**config.mk**
```make
export PLATFORM = sky130hd
export DESIGN_NAME = vga_cmd_queue_p_flat
export DESIGN_NICKNAME = d
export VERILOG_FILES = /design/src/rtl/vga_p_pkg.sv /design/src/rtl/vga_cmd_queue_p_if.sv /design/src/rtl/vga_cmd_fifo.sv /design/src/rtl/vga_cmd_queue_p.sv /design/src/flat_wrapper.sv
export SDC_FILE = /design/constraint.sdc
export NUM_CORES = 1
export LEC_CHECK = 0
export ABC_AREA = 1
export CAP_MARGIN = 10
export CORE_UTILIZATION = 48
export DETAILED_ROUTE_END_ITERATION = 10
export PLACE_DENSITY = 0.71
export SETUP_SLACK_MARGIN = 0.2
export SYNTH_ARGS = -nofsm -noshare
export SYNTH_HDL_FRONTEND = slang
export SYNTH_SLANG_ARGS = --single-unit
```
**constraint.sdc**
```tcl
create_clock -name clk -period 3.7 [get_ports clk]
set_clock_uncertainty 0.2 [all_clocks]
set_input_delay 0.74 -clock clk [delete_from_list [all_inputs] [get_ports clk]]
set_output_delay 0.74 -clock clk [all_outputs]
set_load 0.03 [all_outputs]
```
**src/rtl/vga_p_pkg.sv**
```systemverilog
// Shared definitions for the queued VGA text-screen command peripheral:
// register map, STATUS bit positions and the sequencer state encoding.
package vga_p_pkg;

    localparam int ADDR_CMD    = 0;
    localparam int ADDR_CHAR   = 1;
    localparam int ADDR_X      = 2;
    localparam int ADDR_Y      = 3;
    localparam int ADDR_STATUS = 4;
    localparam int ADDR_CLR    = 5;

    localparam int STAT_IDLE_BIT  = 0;
    localparam int STAT_EMPTY_BIT = 1;
    localparam int STAT_FULL_BIT  = 2;
    localparam int STAT_OVF_BIT   = 3;
    localparam int STAT_BUSY_BIT  = 4;
    localparam int STAT_COUNT_LSB = 8;
    localparam int STAT_COUNT_W   = 8;

    typedef enum logic [1:0] {
        ST_IDLE,
        ST_ISSUE,
        ST_WAIT_BUSY,
        ST_WAIT_IDLE
    } seq_state_t;

endpackage

```
**src/rtl/vga_cmd_queue_p_if.sv**
```systemverilog
// CPU peripheral bus for the VGA command queue: single-port register access
// with a registered read data path.
interface vga_cmd_queue_p_if #(
    parameter int ADDR_W = 4,
    parameter int DATA_W = 32
);
    logic              wea;
    logic [ADDR_W-1:0] addra;
    logic [DATA_W-1:0] dina;
    logic [DATA_W-1:0] douta;

    modport master (output wea, output addra, output dina, input douta);
    modport slave  (input wea, input addra, input dina, output douta);
endinterface

```
**src/rtl/vga_cmd_fifo.sv**
```systemverilog
// Synchronous show-ahead FIFO; a pop and a push in the same cycle are both
// honoured, so a full FIFO can accept a push while it is being drained.
module vga_cmd_fifo #(
    parameter int WIDTH = 27,
    parameter int DEPTH = 8
) (
    input  logic                     clk,
    input  logic                     rst,
    input  logic                     push,
    input  logic [WIDTH-1:0]         wr_data,
    input  logic                     pop,
    output logic [WIDTH-1:0]         rd_data,
    output logic                     full,
    output logic                     empty,
    output logic [$clog2(DEPTH):0]   count
);
    localparam int PTR_W = $clog2(DEPTH);
    localparam int CNT_W = PTR_W + 1;

    logic [WIDTH-1:0] mem [DEPTH];
    logic [PTR_W-1:0] wr_ptr;
    logic [PTR_W-1:0] rd_ptr;
    logic             do_push;
    logic             do_pop;

    assign full    = (count == CNT_W'(DEPTH));
    assign empty   = (count == '0);
    assign do_pop  = pop && !empty;
    assign do_push = push && (!full || do_pop);
    assign rd_data = mem[rd_ptr];

    // NOTE: storage carries no reset; the pointers and count alone define
    // which entries are valid, so resetting the array would only cost logic.
    always_ff @(posedge clk) begin
        if (do_push) begin
            mem[wr_ptr] <= wr_data;
        end
    end

    // Pointers wrap naturally because DEPTH is a power of two.
    always_ff @(posedge clk) begin
        if (rst) begin
            wr_ptr <= '0;
            rd_ptr <= '0;
            count  <= '0;
        end else begin
            if (do_push) wr_ptr <= wr_ptr + 1'b1;
            if (do_pop)  rd_ptr <= rd_ptr + 1'b1;
            case ({do_push, do_pop})
                2'b10:   count <= count + 1'b1;
                2'b01:   count <= count - 1'b1;
                default: count <= count;
            endcase
        end
    end

endmodule

```
**src/rtl/vga_cmd_queue_p.sv**
```systemverilog
// Memory-mapped VGA text-screen peripheral: shadow registers feed a command
// FIFO that a sequencer drains into the text controller one command at a time.
module vga_cmd_queue_p
    import vga_p_pkg::*;
#(
    parameter int ADDR_W     = 4,
    parameter int DATA_W     = 32,
    parameter int FIFO_DEPTH = 8,
    parameter int CMD_W      = 8,
    parameter int CHAR_W     = 7,
    parameter int X_W        = 7,
    parameter int Y_W        = 5,
    parameter int BUSY_TO    = 4
) (
    input  logic                clk,
    input  logic                rst,
    vga_cmd_queue_p_if.slave    bus,
    input  logic                vga_ctrl_idle,
    output logic [CMD_W-1:0]    vga_cmd_word,
    output logic [CHAR_W-1:0]   vga_char_code,
    output logic [X_W-1:0]      vga_cursor_x_pos,
    output logic [Y_W-1:0]      vga_cursor_y_pos,
    output logic                irq_empty
);
    localparam int ENTRY_W = CMD_W + CHAR_W + X_W + Y_W;
    localparam int CNT_W   = $clog2(FIFO_DEPTH) + 1;
    localparam int TMR_W   = $clog2(BUSY_TO + 1);

    logic [CHAR_W-1:0]  char_q;
    logic [X_W-1:0]     x_q;
    logic [Y_W-1:0]     y_q;
    logic               overflow;
    seq_state_t         state;
    logic [TMR_W-1:0]   timer;

    logic               push_req;
    logic               pop;
    logic               ovf_set;
    logic               fifo_full;
    logic               fifo_empty;
    logic [CNT_W-1:0]   fifo_count;
    logic [ENTRY_W-1:0] fifo_wr;
    logic [ENTRY_W-1:0] fifo_rd;
    logic [CMD_W-1:0]   rd_cmd;
    logic [CHAR_W-1:0]  rd_char;
    logic [X_W-1:0]     rd_x;
    logic [Y_W-1:0]     rd_y;
    logic [DATA_W-1:0]  rd_val;
    logic               unused_dina_hi;

    assign unused_dina_hi = ^bus.dina[DATA_W-1:CMD_W];

    // A zero command word is a no-op and never occupies a FIFO slot.
    assign push_req = bus.wea && (bus.addra == ADDR_W'(ADDR_CMD))
                      && (bus.dina[CMD_W-1:0] != '0);
    assign pop      = (state == ST_IDLE) && !fifo_empty && vga_ctrl_idle;
    assign ovf_set  = push_req && fifo_full && !pop;
    assign fifo_wr  = {bus.dina[CMD_W-1:0], char_q, x_q, y_q};

    assign {rd_cmd, rd_char, rd_x, rd_y} = fifo_rd;

    vga_cmd_fifo #(
        .WIDTH (ENTRY_W),
        .DEPTH (FIFO_DEPTH)
    ) u_fifo (
        .clk     (clk),
        .rst     (rst),
        .push    (push_req),
        .wr_data (fifo_wr),
        .pop     (pop),
        .rd_data (fifo_rd),
        .full    (fifo_full),
        .empty   (fifo_empty),
        .count   (fifo_count)
    );

    // A CLR write and an overflow event in the same cycle leave overflow set.
    always_ff @(posedge clk) begin
        if (rst) begin
            char_q   <= '0;
            x_q      <= '0;
            y_q      <= '0;
            overflow <= 1'b0;
        end else begin
            if (bus.wea) begin
                case (bus.addra)
                    ADDR_W'(ADDR_CHAR): char_q <= bus.dina[CHAR_W-1:0];
                    ADDR_W'(ADDR_X):    x_q    <= bus.dina[X_W-1:0];
                    ADDR_W'(ADDR_Y):    y_q    <= bus.dina[Y_W-1:0];
                    ADDR_W'(ADDR_CLR):  if (bus.dina[0]) overflow <= 1'b0;
                    default: ;
                endcase
            end
            if (ovf_set) overflow <= 1'b1;
        end
    end

    // NOTE: every path assigns rd_val a default first so the read mux cannot
    // hold a value between evaluations and infer a latch.
    always_comb begin
        rd_val = '0;
        case (bus.addra)
            ADDR_W'(ADDR_CHAR): rd_val = DATA_W'(char_q);
            ADDR_W'(ADDR_X):    rd_val = DATA_W'(x_q);
            ADDR_W'(ADDR_Y):    rd_val = DATA_W'(y_q);
            ADDR_W'(ADDR_STATUS): begin
                rd_val[STAT_IDLE_BIT]  = vga_ctrl_idle;
                rd_val[STAT_EMPTY_BIT] = fifo_empty;
                rd_val[STAT_FULL_BIT]  = fifo_full;
                rd_val[STAT_OVF_BIT]   = overflow;
                rd_val[STAT_BUSY_BIT]  = (state != ST_IDLE);
                rd_val[STAT_COUNT_LSB +: STAT_COUNT_W] = STAT_COUNT_W'(fifo_count);
            end
            default: rd_val = '0;
        endcase
    end

    // NOTE: non-blocking assignment samples pre-edge register values, so a
    // read colliding with a write to the same register returns the old value.
    always_ff @(posedge clk) begin
        if (rst) bus.douta <= '0;
        else     bus.douta <= rd_val;
    end

    always_ff @(posedge clk) begin
        if (rst) begin
            state            <= ST_IDLE;
            timer            <= '0;
            vga_cmd_word     <= '0;
            vga_char_code    <= '0;
            vga_cursor_x_pos <= '0;
            vga_cursor_y_pos <= '0;
            irq_empty        <= 1'b0;
        end else begin
            irq_empty <= fifo_empty && (state == ST_IDLE) && vga_ctrl_idle;
            case (state)
                ST_IDLE: begin
                    if (pop) begin
                        vga_cmd_word     <= rd_cmd;
                        vga_char_code    <= rd_char;
                        vga_cursor_x_pos <= rd_x;
                        vga_cursor_y_pos <= rd_y;
                        state            <= ST_ISSUE;
                    end
                end
                ST_ISSUE: begin
                    vga_cmd_word <= '0;
                    timer        <= '0;
                    state        <= ST_WAIT_BUSY;
                end
                // Controllers that finish within a cycle never drop idle;
                // the timer stops us waiting for a busy phase that won't come.
                ST_WAIT_BUSY: begin
                    if (!vga_ctrl_idle)                      state <= ST_WAIT_IDLE;
                    else if (timer == TMR_W'(BUSY_TO - 1))   state <= ST_IDLE;
                    else                                     timer <= timer + 1'b1;
                end
                ST_WAIT_IDLE: begin
                    if (vga_ctrl_idle) state <= ST_IDLE;
                end
                default: state <= ST_IDLE;
            endcase
        end
    end

endmodule

```
**src/flat_wrapper.sv**
```systemverilog
// flat-port wrapper written by rule: the top's interface ports become plain ports
module vga_cmd_queue_p_flat import vga_p_pkg::*;
#(
    parameter int ADDR_W     = 4,
    parameter int DATA_W     = 32,
    parameter int FIFO_DEPTH = 8,
    parameter int CMD_W      = 8,
    parameter int CHAR_W     = 7,
    parameter int X_W        = 7,
    parameter int Y_W        = 5,
    parameter int BUSY_TO    = 4
)
  (clk, rst, vga_ctrl_idle, vga_cmd_word, vga_char_code, vga_cursor_x_pos, vga_cursor_y_pos, irq_empty, bus_wea, bus_addra, bus_dina, bus_douta);
  vga_cmd_queue_p_if #(.ADDR_W(ADDR_W), .DATA_W(DATA_W)) bus_i ();
  input  logic clk;
  input  logic rst;
  input  logic vga_ctrl_idle;
  output logic [CMD_W-1:0] vga_cmd_word;
  output logic [CHAR_W-1:0] vga_char_code;
  output logic [X_W-1:0] vga_cursor_x_pos;
  output logic [Y_W-1:0] vga_cursor_y_pos;
  output logic irq_empty;
  input wire logic [$bits(bus_i.wea)-1:0] bus_wea;
  input wire logic [$bits(bus_i.addra)-1:0] bus_addra;
  input wire logic [$bits(bus_i.dina)-1:0] bus_dina;
  output wire logic [$bits(bus_i.douta)-1:0] bus_douta;
  assign bus_i.wea = bus_wea;
  assign bus_i.addra = bus_addra;
  assign bus_i.dina = bus_dina;
  assign bus_douta = bus_i.douta;
  vga_cmd_queue_p #(.ADDR_W(ADDR_W), .DATA_W(DATA_W), .FIFO_DEPTH(FIFO_DEPTH), .CMD_W(CMD_W), .CHAR_W(CHAR_W), .X_W(X_W), .Y_W(Y_W), .BUSY_TO(BUSY_TO)) u_core (.clk(clk), .rst(rst), .bus(bus_i), .vga_ctrl_idle(vga_ctrl_idle), .vga_cmd_word(vga_cmd_word), .vga_char_code(vga_char_code), .vga_cursor_x_pos(vga_cursor_x_pos), .vga_cursor_y_pos(vga_cursor_y_pos), .irq_empty(irq_empty));
endmodule
```
# Word level (Yosys, flattened, before mapping)
# Memory sizes are Yosys's and may differ from the RTL's. A register that Yosys moved wholly into a read port is not among the register bits.
# Cells that the tools add are included.
classes:
  shifts: 0
  mul: 0
  n_bitwise: 1
  n_mux: 21
  n_reduce_logical: 34
  n_eq_ne: 17
  div_mod_pow: 0
  add_sub_neg: 5
  n_lt_le_gt_ge: 0
op_table:
  columns: ["cell", "count"]
  rows:
  - ["5-bit one-hot mux with 4 select lines", 1]
  - ["8-bit one-hot mux with 2 select lines", 1]
  - ["2-bit nonzero test", 7]
  - ["3-bit two-way mux", 4]
  - ["1-bit logical AND", 10]
  - ["2-bit AND reduction", 5]
  - ["3-bit by 1-bit adder with 3-bit output (second input constant)", 3]
  - ["3-bit AND reduction", 3]
  - ["4-bit by 2-bit equality test with 1-bit output (second input constant)", 2]
  - ["4-bit by 3-bit equality test with 1-bit output (second input constant)", 2]
  - ["4-bit zero test", 2]
  - ["2-bit two-way mux", 4]
  - ["8-bit two-way mux", 1]
  - ["2-bit one-hot mux with 4 select lines", 1]
  - ["4-bit one-hot mux with 2 select lines", 1]
  - ["8-bit nonzero test", 1]
  - ["2-bit equality test (second input constant)", 3]
  - ["1-bit two-way mux", 6]
  - ["2-bit != test (second input constant)", 3]
  - ["3-bit one-hot mux with 2 select lines", 1]
  - ["4-bit by 1-bit adder with 4-bit output (second input constant)", 1]
  - ["2-bit by 1-bit equality test with 1-bit output (second input constant)", 2]
  - ["4-bit by 1-bit equality test with 1-bit output (second input constant)", 1]
  - ["4-bit equality test (second input constant)", 1]
  - ["10 further kinds", 12]
word_totals:
  mem_count: 1
  latchBits: 0
  in_bits: 40
  out_inout_bits: 60
  word_cells: 96
  reg_bits: 95
  rom_bits: 0
  mem_bits_rw: 216
mem_list:
  columns: ["name", "depth", "width", "read_ports", "rd_clocked_by_memory_dff", "write_ports", "line", "rtl"]
  rows:
  - ["u_core.u_fifo.mem", 8, 27, 1, 1, 1, "vga_cmd_fifo.sv:20", "logic [WIDTH-1:0] mem [DEPTH];"]

# Logic depth before layout (Yosys ltp)
depth:
  word_depth: 9
  depth_mapped: 14
  ltp_nobuf: 14

# Modules after synthesis
# A second synthesis with hierarchy kept.
unflattened:
  cells_unflattened: 1004
  area_unflattened_um2: 11787.6
modules_own_cells:
  columns: ["module", "n_inst", "area_each_um2", "seq_area_each_um2", "cells_each"]
  rows:
  - ["vga_cmd_fifo", 1, 9038.7, 6746.5, 645]
  - ["vga_cmd_queue_p", 1, 2748.9, 1281.2, 359]

# Worst setup path after synthesis
# No wires, ideal clock.
synth_timing:
  path_kind: "in2reg"
  from: "in bus_addra[2]"
  to: "mem u_core.u_fifo.mem[3][0], enable pin"
  cell_stages: 7
  setup_slack_ns: -0.281
  n_path_buf: 0
  t_arrival_ns: 3.336
  setup_ns: 0.445
  cell_sequence: "nor2_4 > inv_1 > nor2_2 > nand2_2 > nor2_8 > nand2_1 > nor3_1"
synth_via:
  elab_chain_len: 6
synth_lines:
  columns: ["element", "line", "rtl"]
  rows:
  - ["from (decl)", "flat_wrapper.sv:24", "input wire logic [$bits(bus_i.addra)-1:0] bus_addra;"]
  - ["4-bit zero test", "vga_cmd_queue_p.sv:54", "assign push_req = bus.wea && (bus.addra == ADDR_W'(ADDR_CMD))"]
  - ["1-bit logical AND", "vga_cmd_queue_p.sv:54", null]
  - ["1-bit logical AND", "vga_cmd_queue_p.sv:55", "&& (bus.dina[CMD_W-1:0] != '0);"]
  - ["1-bit logical AND", "vga_cmd_fifo.sv:29", "assign do_push = push && (!full || do_pop);"]
  - ["1-bit two-way mux", "vga_cmd_fifo.sv:35", "if (do_push) begin"]
  - ["1-bit two-way mux (implied by the code)", "vga_cmd_fifo.sv:36", "mem[wr_ptr] <= wr_data;"]
  - ["to (decl)", "vga_cmd_fifo.sv:20", null]
# Every way passes these cells.

# Worst setup path in the final report
layout_timing:
  from: "in bus_addra[1]"
  to: "reg u_core.u_fifo.count[3]"
layout_via:
  elab_chain_len: 6
layout_lines:
  columns: ["element", "line", "rtl"]
  rows:
  - ["4-bit zero test (*)", "vga_cmd_queue_p.sv:54", null]
  - ["1-bit logical AND (*)", "vga_cmd_queue_p.sv:54", null]
  - ["1-bit logical AND (*)", "vga_cmd_queue_p.sv:55", null]
  - ["1-bit logical AND (*)", "vga_cmd_fifo.sv:29", null]
  - ["2-bit by 1-bit equality test with 1-bit output or 2-bit equality test (tied branches)", "vga_cmd_fifo.sv:49", "case ({do_push, do_pop})"]
  - ["4-bit one-hot mux with 2 select lines or 2-bit nonzero test (tied branches)", null, null]
  - ["to (signal assigned)", "vga_cmd_fifo.sv:50", "2'b10: count <= count + 1'b1;"]
  - ["to (signal assigned)", "vga_cmd_fifo.sv:51", "2'b01: count <= count - 1'b1;"]
  - ["to (signal assigned)", "vga_cmd_fifo.sv:52", "default: count <= count;"]
  - ["to (decl)", "vga_cmd_fifo.sv:15", "output logic [$clog2(DEPTH):0] count"]
# Mark *: on every way between the ends. The rest lies on a longest branch, timed or not.
# A chain may end at the register's enable or synchronous reset.

==> impl_metrics.py <==
metrics = {
    "routing": {
        "wirelength_um": 25300,
        "drt.antenna.violating_nets": 0,
        "drt_iter0_markers": 577,
        "drt_pass1_iterations": 5,
        "viasPerCell": 5.39,
        "wire_per_inst_um": 17.9,
        "num_vias": 7601,
        "drc_errors": 0,
    },
    "timing": {
        "whs_ns": 0.268,
        "setup_viol": 0,
        "setup-tns-final_ns": 0,
        "hold_viol": 0,
        "period_minus_slack_ns": 2.71,
        "post-route-period-util": 0.733,
        "timing.fmax_mhz": 369,
        "maxSlewHeadroom": 0.553,
        "slew_violations": 0,
        "rsz0062_at_grt": "false",
        "worst_pin_slew_ns": 0.670,
    },
    "synth": {
        "synth_edf_count": 216,
        "ys_async_sr_fraction": 0,
        "synthesis.area_sq_mm": 0.0116,
        "synth_seq_area_share": 0.690,
        "synth-seq-cells": 293,
        "syn_area_per_cell_sq_um": 11.5,
        "synth_top_cell_area_share": 0.557,
        "synthTopCellsByArea": "edfxtp_1 56%, dfxtp_1 13%, o21ai_0 7.1%",
        "synth.most_common_cell": "edfxtp_1",
        "synth_flop_cell": "edfxtp_1",
        "yosys-top-cells-count": "216 x edfxtp_1, 207 x nor2_1, 165 x o21ai_0",
        "yosysTopAreaCell": "edfxtp_1",
        "synth.distinct_cells": 38,
        "postSynthCellCount": 1010,
        "yosys_warnings": 0,
    },
    "global_routing": {
        "track_usage": 0.206,
        "grt_first_pass_wirelength_um": 38900,
        "antenna_found_initial": 0,
        "grt_pass1_vias": 7171,
        "grt_max_degree": 109,
        "grt-ovfl-total": 0,
    },
    "clock_network": {
        "cts_tree": "done",
        "clock_path_buffers": 3,
        "cts_root_buffer": "clkbuf_16",
        "postCtsSetupBuffers": 0,
        "cts_buffers": 30,
        "clock_latency_ns": 0.54,
        "cts_hold_buffers": 0,
        "post_cts_resized": 0,
        "htreeDepth": 1,
        "clk_pin_slew_ns": 0.06,
        "cts.sinks": 293,
    },
    "run": {
        "maxCapViolCount": 0,
    },
    "finish": {
        "final_util": 0.578,
        "num_antenna_cells": 0,
        "syn_to_final_growth_pct": 17.3,
        "drive_above_1_share": 0.103,
        "nNetsFinal": 1114,
        "final_cell_area_sq_mm": 0.0137,
        "finalNonFillerCells": 1410,
    },
    "placed_design": {
        "dp.cells": 1354,
        "io_buffers": 54,
        "placed_cell_area_sq_mm": 0.0126,
        "dpl.hpwl_um": 14200,
        "gp_congestion": 0.805,
    },
    "worst_setup_path": {
        "max_stage_delay_ns": 0.51,
        "cp-end-kind": "flip-flop",
        "r2r_start": "u_core.state[0]",
        "crit_chain": "clkdlybuf4s50_1 > nor2_2 > nand2_1 > nor2_2 > nand2_2 > nand2_4 > inv_1 > ha_1 > a21oi_1 > nand2_1 > nand4_1 > nand2_1 > a21oi_1 > nor2_1",
        "cp.required_ns": 3.94,
        "crit_arrival_ns": 2.95,
        "regToRegSetupSlack_ns": 1.42,
        "crit_buf_inv": 2,
        "critPathSlowestCell": "clkdlybuf4s50_1",
        "reg2reg_depth": 8,
        "crit_path_frequent_cell": "nand2_1",
        "path_class": "in -> reg",
        "crit_path_max_fanout": 9,
        "start_kind": "input port",
        "crit_family": "simple AND/OR/NAND/NOR gates",
        "rr_endpoint": "u_core.u_fifo.mem[7][11]",
    },
    "hold_path": {
        "hold_end": "u_core.vga_cmd_word[0]",
        "hold_start": "u_core.vga_cmd_word[0]",
        "hp-class": "reg -> reg",
        "whs_path_depth": 2,
    },
    "pwr": {
        "power.leakage_nw": 4.63,
        "power_density_mw_per_mm2": 695,
        "ir_worst_vdd_mv": 0.509,
    },
    "die": {
        "die_w_um": 158,
        "coreArea_sq_mm": 0.0236,
        "ioPinCount": 100,
        "die_area_sq_mm": 0.0249,
        "num_rows": 56,
        "initial_core_util": 0.493,
        "die_y_um": 158,
    },
    "status": {
        "outcome": "completed",
    },
}
through the flow:
step	power [mW]	worst slack [ns]
after CTS	9.57	0.999
after global routing	9.95	0.758
after global placement	6.25	0.440
after detailed placement	6.30	0.438
final	9.49	0.989
after floorplan	5.68	-0.281
kinds of logic (layout without fill, tap and decap cells):
logic type	after synthesis	after routing	synth area share
compound gates	298	298	0.143
flops	293	293	0.690
simple gates	285	285	0.102
buf+inv	125	186	0.0561
fa+ha+maj	7	7	0.00817
other cells	1	21	0.000322
xor+xnor	1	1	0.000753
cell type report:
class | count | area [sq um]
fillers | 1929 | 9960
flip-flops and latches | 293 | 8030
multi-input cells | 612 | 3070
repair buffers | 81 | 868
clock buffers | 38 | 822
well taps | 319 | 399
clock inverters | 18 | 267
inverters | 49 | 191
routing by layer:
metal,global-route usage,routed length [um],part of all wire,vias to the layer above
met1,0.271,10600,0.42,3651
met3,0.0370,1630,0.064,39
li1,-,-,-,3647
met4,0.0583,581,0.023,0
met5,0,0,0,-
met2,0.349,12400,0.49,264
cells in the final DEF, fill, tap and decap left out, types with 5 or more instances in the layout:
master / instances
edfxtp_1: 216
nor2_1: 203
o21ai_0: 165
dfxtp_1: 74
a21oi_1: 56
clkdlybuf4s50_1: 54
inv_1: 47
nand2_1: 34
clkbuf_16: 31
o21ai_1: 26
o211ai_1: 24
conb_1: 21
nand3_1: 19
buf_4: 17
o22ai_1: 12
o211ai_2: 11
buf_12: 10
clkinv_2: 8
nor2_2: 7
bufinv_16: 7
ha_1: 6
clkbuf_1: 5
state kept, by name, summed over array words and instances, names as in the netlist, named ones only:
signal	cells
u_core.u_fifo.mem	216
u_core.irq_empty	1
u_core.y_q	5
u_core.u_fifo.count	4
u_core.u_fifo.rd_ptr	3
u_core.vga_cursor_y_pos	5
u_core.overflow	1
u_core.vga_cmd_word	8
u_core.bus.douta	11
u_core.char_q	7
u_core.x_q	7
u_core.vga_cursor_x_pos	7
u_core.timer	3
u_core.state	2
u_core.vga_char_code	7
u_core.u_fifo.wr_ptr	3
report_power, final:
part           leakage (nW)  switching [mW]  internal [mW]  total (mW)
Clock                 0.540            1.21           2.05        3.27
Sequential             2.61           0.151           3.70        3.85
Combinational          1.48            1.58          0.791        2.38
tightest hold or removal path, cell delays in order, from the launching register on:
cell	delay [ns]
dfxtp_1	0.31
nand2_1	0.06
a21oi_1	0.05
worst max-delay path by stage:
stage	start	endpoint	slack (ns)	cells past startpoint
2_1_floorplan	bus_addra[2]	u_core.u_fifo.mem[3][0]	-0.28	7
3_3_place_gp	bus_addra[1]	u_core.u_fifo.count[3]	0.44	14
3_5_place_dp	bus_addra[1]	u_core.u_fifo.count[3]	0.44	14
4_1_cts	bus_addra[1]	u_core.u_fifo.count[3]	1.0	14
5_1_grt	bus_addra[1]	u_core.u_fifo.count[3]	0.76	14
6_report	bus_addra[1]	u_core.u_fifo.count[3]	0.99	14
Power figures use the tool's default switching activity.
